$ cat config.mk
export PLATFORM = sky130hd
export DESIGN_NAME = baud_arbiter
export DESIGN_NICKNAME = d
export VERILOG_FILES = /design/src/rtl/uart_pkg.sv /design/src/rtl/baud_arbiter_rr_arb2.sv /design/src/rtl/baud_arbiter.sv
export SDC_FILE = /design/constraint.sdc
export NUM_CORES = 1
export LEC_CHECK = 0
export BUFFER_PORTS_ARGS = -buffer_cell sky130_fd_sc_hd__buf_2
export CORE_ASPECT_RATIO = 1.25
export CORE_MARGIN = 2
export CORE_UTILIZATION = 40
export DETAILED_ROUTE_END_ITERATION = 10
export GPL_TIMING_DRIVEN = 0
export PLACE_DENSITY = 0.62
export SYNTH_ARGS = -nofsm -noshare
export SYNTH_HDL_FRONTEND = slang
export SYNTH_SLANG_ARGS = --single-unit
$ cat constraint.sdc
create_clock -name clk -period 1.8 [get_ports clk]
set_input_delay 0.18 -clock clk [delete_from_list [all_inputs] [get_ports clk]]
set_output_delay 0.18 -clock clk [all_outputs]
set_load 0.1 [all_outputs]
$ cat src/rtl/uart_pkg.sv
// uart_pkg: shared UART types, arbiter FSM states and arbitration mode constants.
package uart_pkg;
    typedef enum logic [1:0] {IDLE, LAUNCH, BUSY, RELEASE} arb_state_t;
    typedef logic [2:0] baud_sel_t;
    localparam int ARB_RR      = 0;
    localparam int ARB_RX_PRIO = 1;
endpackage

$ cat src/rtl/baud_arbiter_rr_arb2.sv
// rr_arb2: two-way arbiter, round-robin pointer or fixed priority to req[1], one-hot winner.
module rr_arb2 (
    input  logic       clk,
    input  logic       rst_n,
    input  logic [1:0] req,
    input  logic       mode,
    input  logic       adv,
    output logic [1:0] win
);
    logic ptr;
    always_comb win = (req == 2'b11) ? ((mode | ptr) ? 2'b10 : 2'b01) : req;
    // ptr=1 means req[1] is preferred next; it flips away from whoever just won
    always_ff @(posedge clk or negedge rst_n)
        if (!rst_n) ptr <= 1'b0;
        else if (adv) ptr <= win[0];
endmodule

$ cat src/rtl/baud_arbiter.sv
// baud_arbiter: shares one baud_generator between the UART TX and RX paths,
// launching it for the granted side, routing ticks back and watching for a lost finish.
module baud_arbiter
    import uart_pkg::*;
#(
    parameter int ARB_MODE    = ARB_RR,
    parameter int TIMEOUT_CYC = 1048576,
    parameter int TO_W        = 21
) (
    input  logic      clk,
    input  logic      reset_n,
    input  baud_sel_t cfg_baud_sl,
    input  logic      tx_req,
    input  logic      rx_req,
    output logic      tx_gnt,
    output logic      rx_gnt,
    output logic      tx_tick,
    output logic      rx_tick,
    output logic      tx_done,
    output logic      rx_done,
    output baud_sel_t bg_baud_sl,
    output logic      bg_start,
    output logic      bg_is_tx,
    input  logic      bg_tick,
    input  logic      bg_ready,
    input  logic      bg_finish,
    output logic      busy,
    output logic      timeout_err,
    input  logic      err_clr
);
    localparam logic [TO_W-1:0] TO_LAST = TO_W'(TIMEOUT_CYC - 1);

    arb_state_t      state, state_n;
    logic [TO_W-1:0] cnt;
    logic [1:0]      win;
    logic            go, to_hit, leave;

    assign go      = (state == IDLE) && (tx_req || rx_req) && bg_ready;
    assign to_hit  = (state == BUSY) && !bg_finish && (cnt == TO_LAST);
    assign leave   = (state == BUSY) && (bg_finish || cnt == TO_LAST);
    assign tx_tick = bg_tick & tx_gnt;
    assign rx_tick = bg_tick & rx_gnt;

    rr_arb2 u_arb (
        .clk  (clk),
        .rst_n(reset_n),
        .req  ({rx_req, tx_req}),
        .mode (ARB_MODE == ARB_RX_PRIO),
        .adv  (go),
        .win  (win)
    );

    always_comb begin
        state_n = state;
        state_n = (state == IDLE)   ? (go ? LAUNCH : IDLE) :
                  (state == LAUNCH) ? BUSY :
                  (state == BUSY)   ? (leave ? RELEASE : BUSY) : IDLE;
    end

    always_ff @(posedge clk or negedge reset_n) begin
        if (!reset_n) begin
            state       <= IDLE;
            cnt         <= '0;
            tx_gnt      <= 1'b0;
            rx_gnt      <= 1'b0;
            tx_done     <= 1'b0;
            rx_done     <= 1'b0;
            bg_baud_sl  <= '0;
            bg_start    <= 1'b0;
            bg_is_tx    <= 1'b0;
            busy        <= 1'b0;
            timeout_err <= 1'b0;
        end else begin
            state    <= state_n;
            cnt      <= (state == BUSY) ? cnt + 1'b1 : '0;
            busy     <= (state_n != IDLE);
            bg_start <= go;
            // grant, mode and baud select are frozen from launch until release
            if (go) begin
                tx_gnt     <= win[0];
                rx_gnt     <= win[1];
                bg_is_tx   <= win[0];
                bg_baud_sl <= cfg_baud_sl;
            end else if (state == RELEASE) begin
                tx_gnt <= 1'b0;
                rx_gnt <= 1'b0;
            end
            tx_done     <= leave & tx_gnt;
            rx_done     <= leave & rx_gnt;
            timeout_err <= to_hit | (timeout_err & ~err_clr);
        end
    end
endmodule

[After elaboration in Yosys (flattened, before gate mapping)]
Cells that the tools add are included.
Cells by class
  $add $sub $neg: 1
  $mul: 0
  divide/modulo/power cells: 0
  $lt $le $gt $ge: 0
  eq/ne operators: 5
  shift operators: 0
  multiplexer cells: 11
  bitwise operators: 7
  reductions and logical operators: 11
Operators with widths (number)
  adder 21 x 1 -> 21 bit, second input constant: 1
  == test 21 x 20 -> 1 bit, second input constant: 1
  2-to-1 mux 21 bit: 1
  2-to-1 mux 2 bit: 5
  == test 2 bit, second input constant: 3
  AND 1 bit: 5
  logical AND 1 bit: 5
  2-to-1 mux 1 bit: 5
  nonzero test 2 bit: 2
  == test 2 x 1 -> 1 bit, second input constant: 1
  zero test 2 bit: 1
  logical OR 1 bit: 2
  zero test 1 bit: 1
  NOT 1 bit: 1
  OR 1 bit: 1
Storage, ports and cells
  flip-flop bits (word level): 34
  bits in latches: 0
  bits in writable memories: 0
  memory bits (read-only): 0
  bits of input ports: 11
  output and inout port bits: 13
  memories kept: 0

[Logic depth before layout (Yosys ltp)]
  depth after elaboration: 8
  depth in mapped cells: 6

[Hierarchy]
Synthesis repeated with hierarchy kept, for this count alone.
Unflattened totals
  cells, all modules: 169
  area, all modules: 1652.8 µm²
By module, submodules not included
  baud_arbiter: instances 1, cells each 162, area each 1587.8 µm², seq. area each 850.8 µm²
  rr_arb2: instances 1, cells each 7, area each 65.1 µm², seq. area each 25.0 µm²

[Least setup slack after synthesis]
No wires, ideal clock.
  path type: reg-to-output
  start point: reg tx_gnt
  end point: out tx_tick
  data arrival time: 1797 ps
  data required time: 1620 ps
  slack: -177 ps
  cell stages (with the launch flop): 2
  path through: dfrtp_1 and2_1
Between the ends
  cells in the longest elaborated chain, start to end: 1
Ends and longest elaborated chain
  from (decl): line baud_arbiter.sv:15  | output logic tx_gnt,
  from (signal assigned): line baud_arbiter.sv:80  | tx_gnt <= win[0];
  AND 1 bit: line baud_arbiter.sv:41  | assign tx_tick = bg_tick & tx_gnt;
  to (decl): line baud_arbiter.sv:17  | output logic tx_tick,
No other way between the ends.

[Worst setup path in the final report]
  start point: reg cnt[1]
  end point: reg cnt[20]
Between the ends
  cells in the longest elaborated chain, start to end: 2
Ends and longest elaborated chain
  from (decl): line baud_arbiter.sv:34  | logic [TO_W-1:0] cnt;
  from (signal assigned): line baud_arbiter.sv:75  | cnt <= (state == BUSY) ? cnt + 1'b1 : '0;
  adder 21 x 1 -> 21 bit: line baud_arbiter.sv:75
  2-to-1 mux 21 bit: line baud_arbiter.sv:75
No other way between the ends.
A chain may end at the register's enable or synchronous reset.

==> summary.txt <==
Cells and area
  – Post-layout util: 52.1%
  – Layout net count: 209
  – Fill cells: 355
  – Non-Filler Instances: 247
  – Area grow syn2layout: 23.9%
  – Number of diodes: 0
  – Design area: 1970 sq um
  – Layout cells sized above 1: 28.5%

Worst setup path
  – Worst Path Buf+Inv: 0
  – Worst Path Max Fanout: 8
  – CP Capture Type: register
  – Cell Chain, Critical Path: ha_4 -> nand4_4 -> or4_4 -> or3_1 -> a21oi_1
  – FF-to-FF path depth: 5
  – Slowest cell on the critical path: or4_4
  – Levels on crit path: 5
  – Worst EP required: 2.01 ns
  – CP delay by family, top: simple AND/OR/NAND/NOR gates
  – Worst Path Class, Setup: reg -> reg
  – CP Launch Type: register
  – Largest stage delay, worst path: 0.48 ns
  – Worst path arrival time: 1.91 ns

STA
  – Actual slew at the worst max-slew pin: 0.763 ns
  – Final Skew: 0.00636 ns
  – Fin Hold WS: 0.0685 ns
  – Endpoints failing setup: 0
  – Final setup margin: 0.102 ns
  – Slew Viols, Final: 0
  – Clock period minus worst slack: 1.70 ns
  – Final Hold Vio Count: 0
  – Final period utilization: 94.3%
  – Slew headroom: 49.1%
  – Fmax: 0.589 GHz
  – Sum Neg Setup Slack: 0 ns
  – RSZ-0062 raised after global routing: false

GRT
  – M1 GR Usage: 17.5%
  – GRT Resource Usage Total: 15.6%
  – Overflow after GRT: 0
  – GR peak layer: met2
  – Initial antenna violation count: 0
  – First-pass GRT wire length: 5180 um
  – GR met3 Demand/Resource: 4.87%
  – Largest net degree at the start of global routing: 35
  – Met2 Track Usage GR: 27.1%
  – Number of global-route vias before repair: 1201

Power
  – Tot Pwr: 2.87 mW
  – Worst VDD drop: 1.42 mV
  – Leak pwr: 0.892 nW
  – PD cells: 1460 nW/um^2

Placement
  – Port Buffers: 23
  – Detailed Place HPWL: 2120 um
  – Placed Area: 1780 sq um
  – Routability Congestion: 0.835
  – Placed insts: 231
  – Pre-CTS setup slack: -0.168 ns

Floorplanning
  – Row Count: 25
  – Die ar.: 4500 sq um
  – Core Area: 3780 sq um
  – Die height: 74.5 um
  – Initial Utilization: 42.0%
  – Ports: 24
  – Die Wd: 60.4 um

Drt
  – Routed Antenna Nets: 0
  – Initial DRC Count: 62
  – DRT Pass-1 Iters: 4
  – Wire length per cell: 12.8 um
  – Vias: 1239
  – Routed wire length: 3160 um
  – # DRC: 0
  – Vias/cell: 5.02

Logic synthesis
  – Synth top cells by count: dfrtp_1 (34), nor2_1 (14), o21ai_0 (12)
  – Async set-reset flop share out of synthesis: 100%
  – Post-synth top area share: 53.5%
  – Synth Warn #: 0
  – Sequential area share after synthesis: 53.5%
  – Syn Inst Count: 154
  – Post-synth EDFFs: 0
  – Most used flip-flop cell after synthesis: dfrtp_1
  – Yosys reg bits: 34
  – Mapped Area: 1590 sq um
  – Avg Cell Area, Syn: 10.3 sq um
  – Synth area leader: dfrtp_1
  – Syn_nets: 170
  – Distinct cell type count after synthesis: 34
  – Most frequent cell after synthesis: dfrtp_1
  – Main area contributors after synthesis: dfrtp_1 (54%), ha_1 (3.9%), o21ai_0 (3.8%)

CTS
  – Root Driver: clkbuf_8
  – CTS tree: built
  – CTS clk-pin slew, worst paths: 0.07 ns
  – Clock Latency Late Sink: 0.28 ns
  – Total CTS buffers: 5
  – Maximum root-to-sink buffer count: 2
  – Total clock sinks: 34
  – Depth of the CTS H-tree: 2

Run status
  – Status: completed

Run
  – Max cap viols: 0

Worst hold path
  – Hold Path Depth: 2
  – Hold WC Path Type: in -> reg
## worst paths after layout
path | from | slack [ns] | endpoint
max | cnt[1] | 0.10 | cnt[20]
min | err_clr | 0.07 | timeout_err
max reg2reg | cnt[1] | 0.10 | cnt[20]
min reg2reg | bg_baud_sl[1] | 0.52 | bg_baud_sl[1]
max in group asynchronous | reset_n | 0.80 | bg_start
min in group asynchronous | reset_n | 0.51 | cnt[6]
## cells in the final DEF, fill, tap and decap left out, types with 2 or more instances in the layout
master,netlist,layout
a21oi_1,10,8
a21oi_2,0,2
and2_2,0,2
and3_1,3,3
and4_1,2,2
buf_2,0,23
buf_4,0,9
clkbuf_8,0,5
clkinv_2,0,2
dfrtp_1,34,34
ha_1,5,4
inv_1,7,7
mux2_2,3,3
nand2_1,11,11
nand2b_1,2,2
nand3_1,8,8
nand3b_1,2,2
nand4_1,3,3
nor2_1,14,14
o21ai_0,12,12
or3_1,9,8
xnor2_1,5,5
xor2_1,4,4
## worst reg2reg max path, cell delays in order (launching register included)
cell and delay, ns:
dfrtp_1 0.39, ha_4 0.17, nand4_4 0.11, or4_4 0.48
or3_1 0.36, a21oi_1 0.12
## report_power, final
part           switching, mW  internal [mW]
combinational           1.07          0.288
clock                  0.258          0.259
sequential            0.0931          0.899
total                   1.42           1.45
## registers in the layout (all words and copies together), names as in the netlist
signal       cells
bg_baud_sl       3
tx_done          1
tx_gnt           1
timeout_err      1
bg_is_tx         1
rx_gnt           1
cnt             21
state            2
bg_start         1
busy             1
rx_done          1
## final cells by class
| type | instances | area [sq um] | share of cell area (%) |
|---|---|---|---|
| flip-flops and latches | 34 | 851 | 43.2 |
| plain buffers | 2 | 15.0 | 0.762 |
| clock buffers | 5 | 68.8 | 3.49 |
| multi-input cells | 110 | 739 | 37.5 |
| repair buffers | 33 | 193 | 9.78 |
| well taps | 54 | 67.6 | 3.43 |
| inverters | 7 | 26.3 | 1.33 |
| clock inverters | 2 | 10.0 | 0.508 |
## per-layer routing
metal / vias up / part of all wire (%) / routed length [um]
met5: - / 0 / 0
met3: 4 / 4.2 / 134
met4: 0 / 0.73 / 23
met2: 26 / 55 / 1750
li1: 610 / - / -
met1: 599 / 40 / 1260
## cell families (layout without fill, tap and decap cells)
kind of cell / after synthesis / after routing / synth area share [%]
simple gates: 66 / 66 / 23.0
fa+ha+maj: 5 / 5 / 3.93
compound gates: 26 / 26 / 8.97
flops: 34 / 34 / 53.5
xor+xnor: 9 / 9 / 4.96
buf+inv: 10 / 49 / 2.91
mux: 4 / 4 / 2.75
## repair_timing
action | CTS | global route
hold buffers | 1 | 0
gates cloned | 0 | 0
hold endpoints to repair | 34 | 0
endpoints found under the setup margin | 4 | 7
setup buffers | 8 | 1
gates resized for setup | 5 | 4
pin swaps | 1 | 4
(Power assumes the default switching activity.)
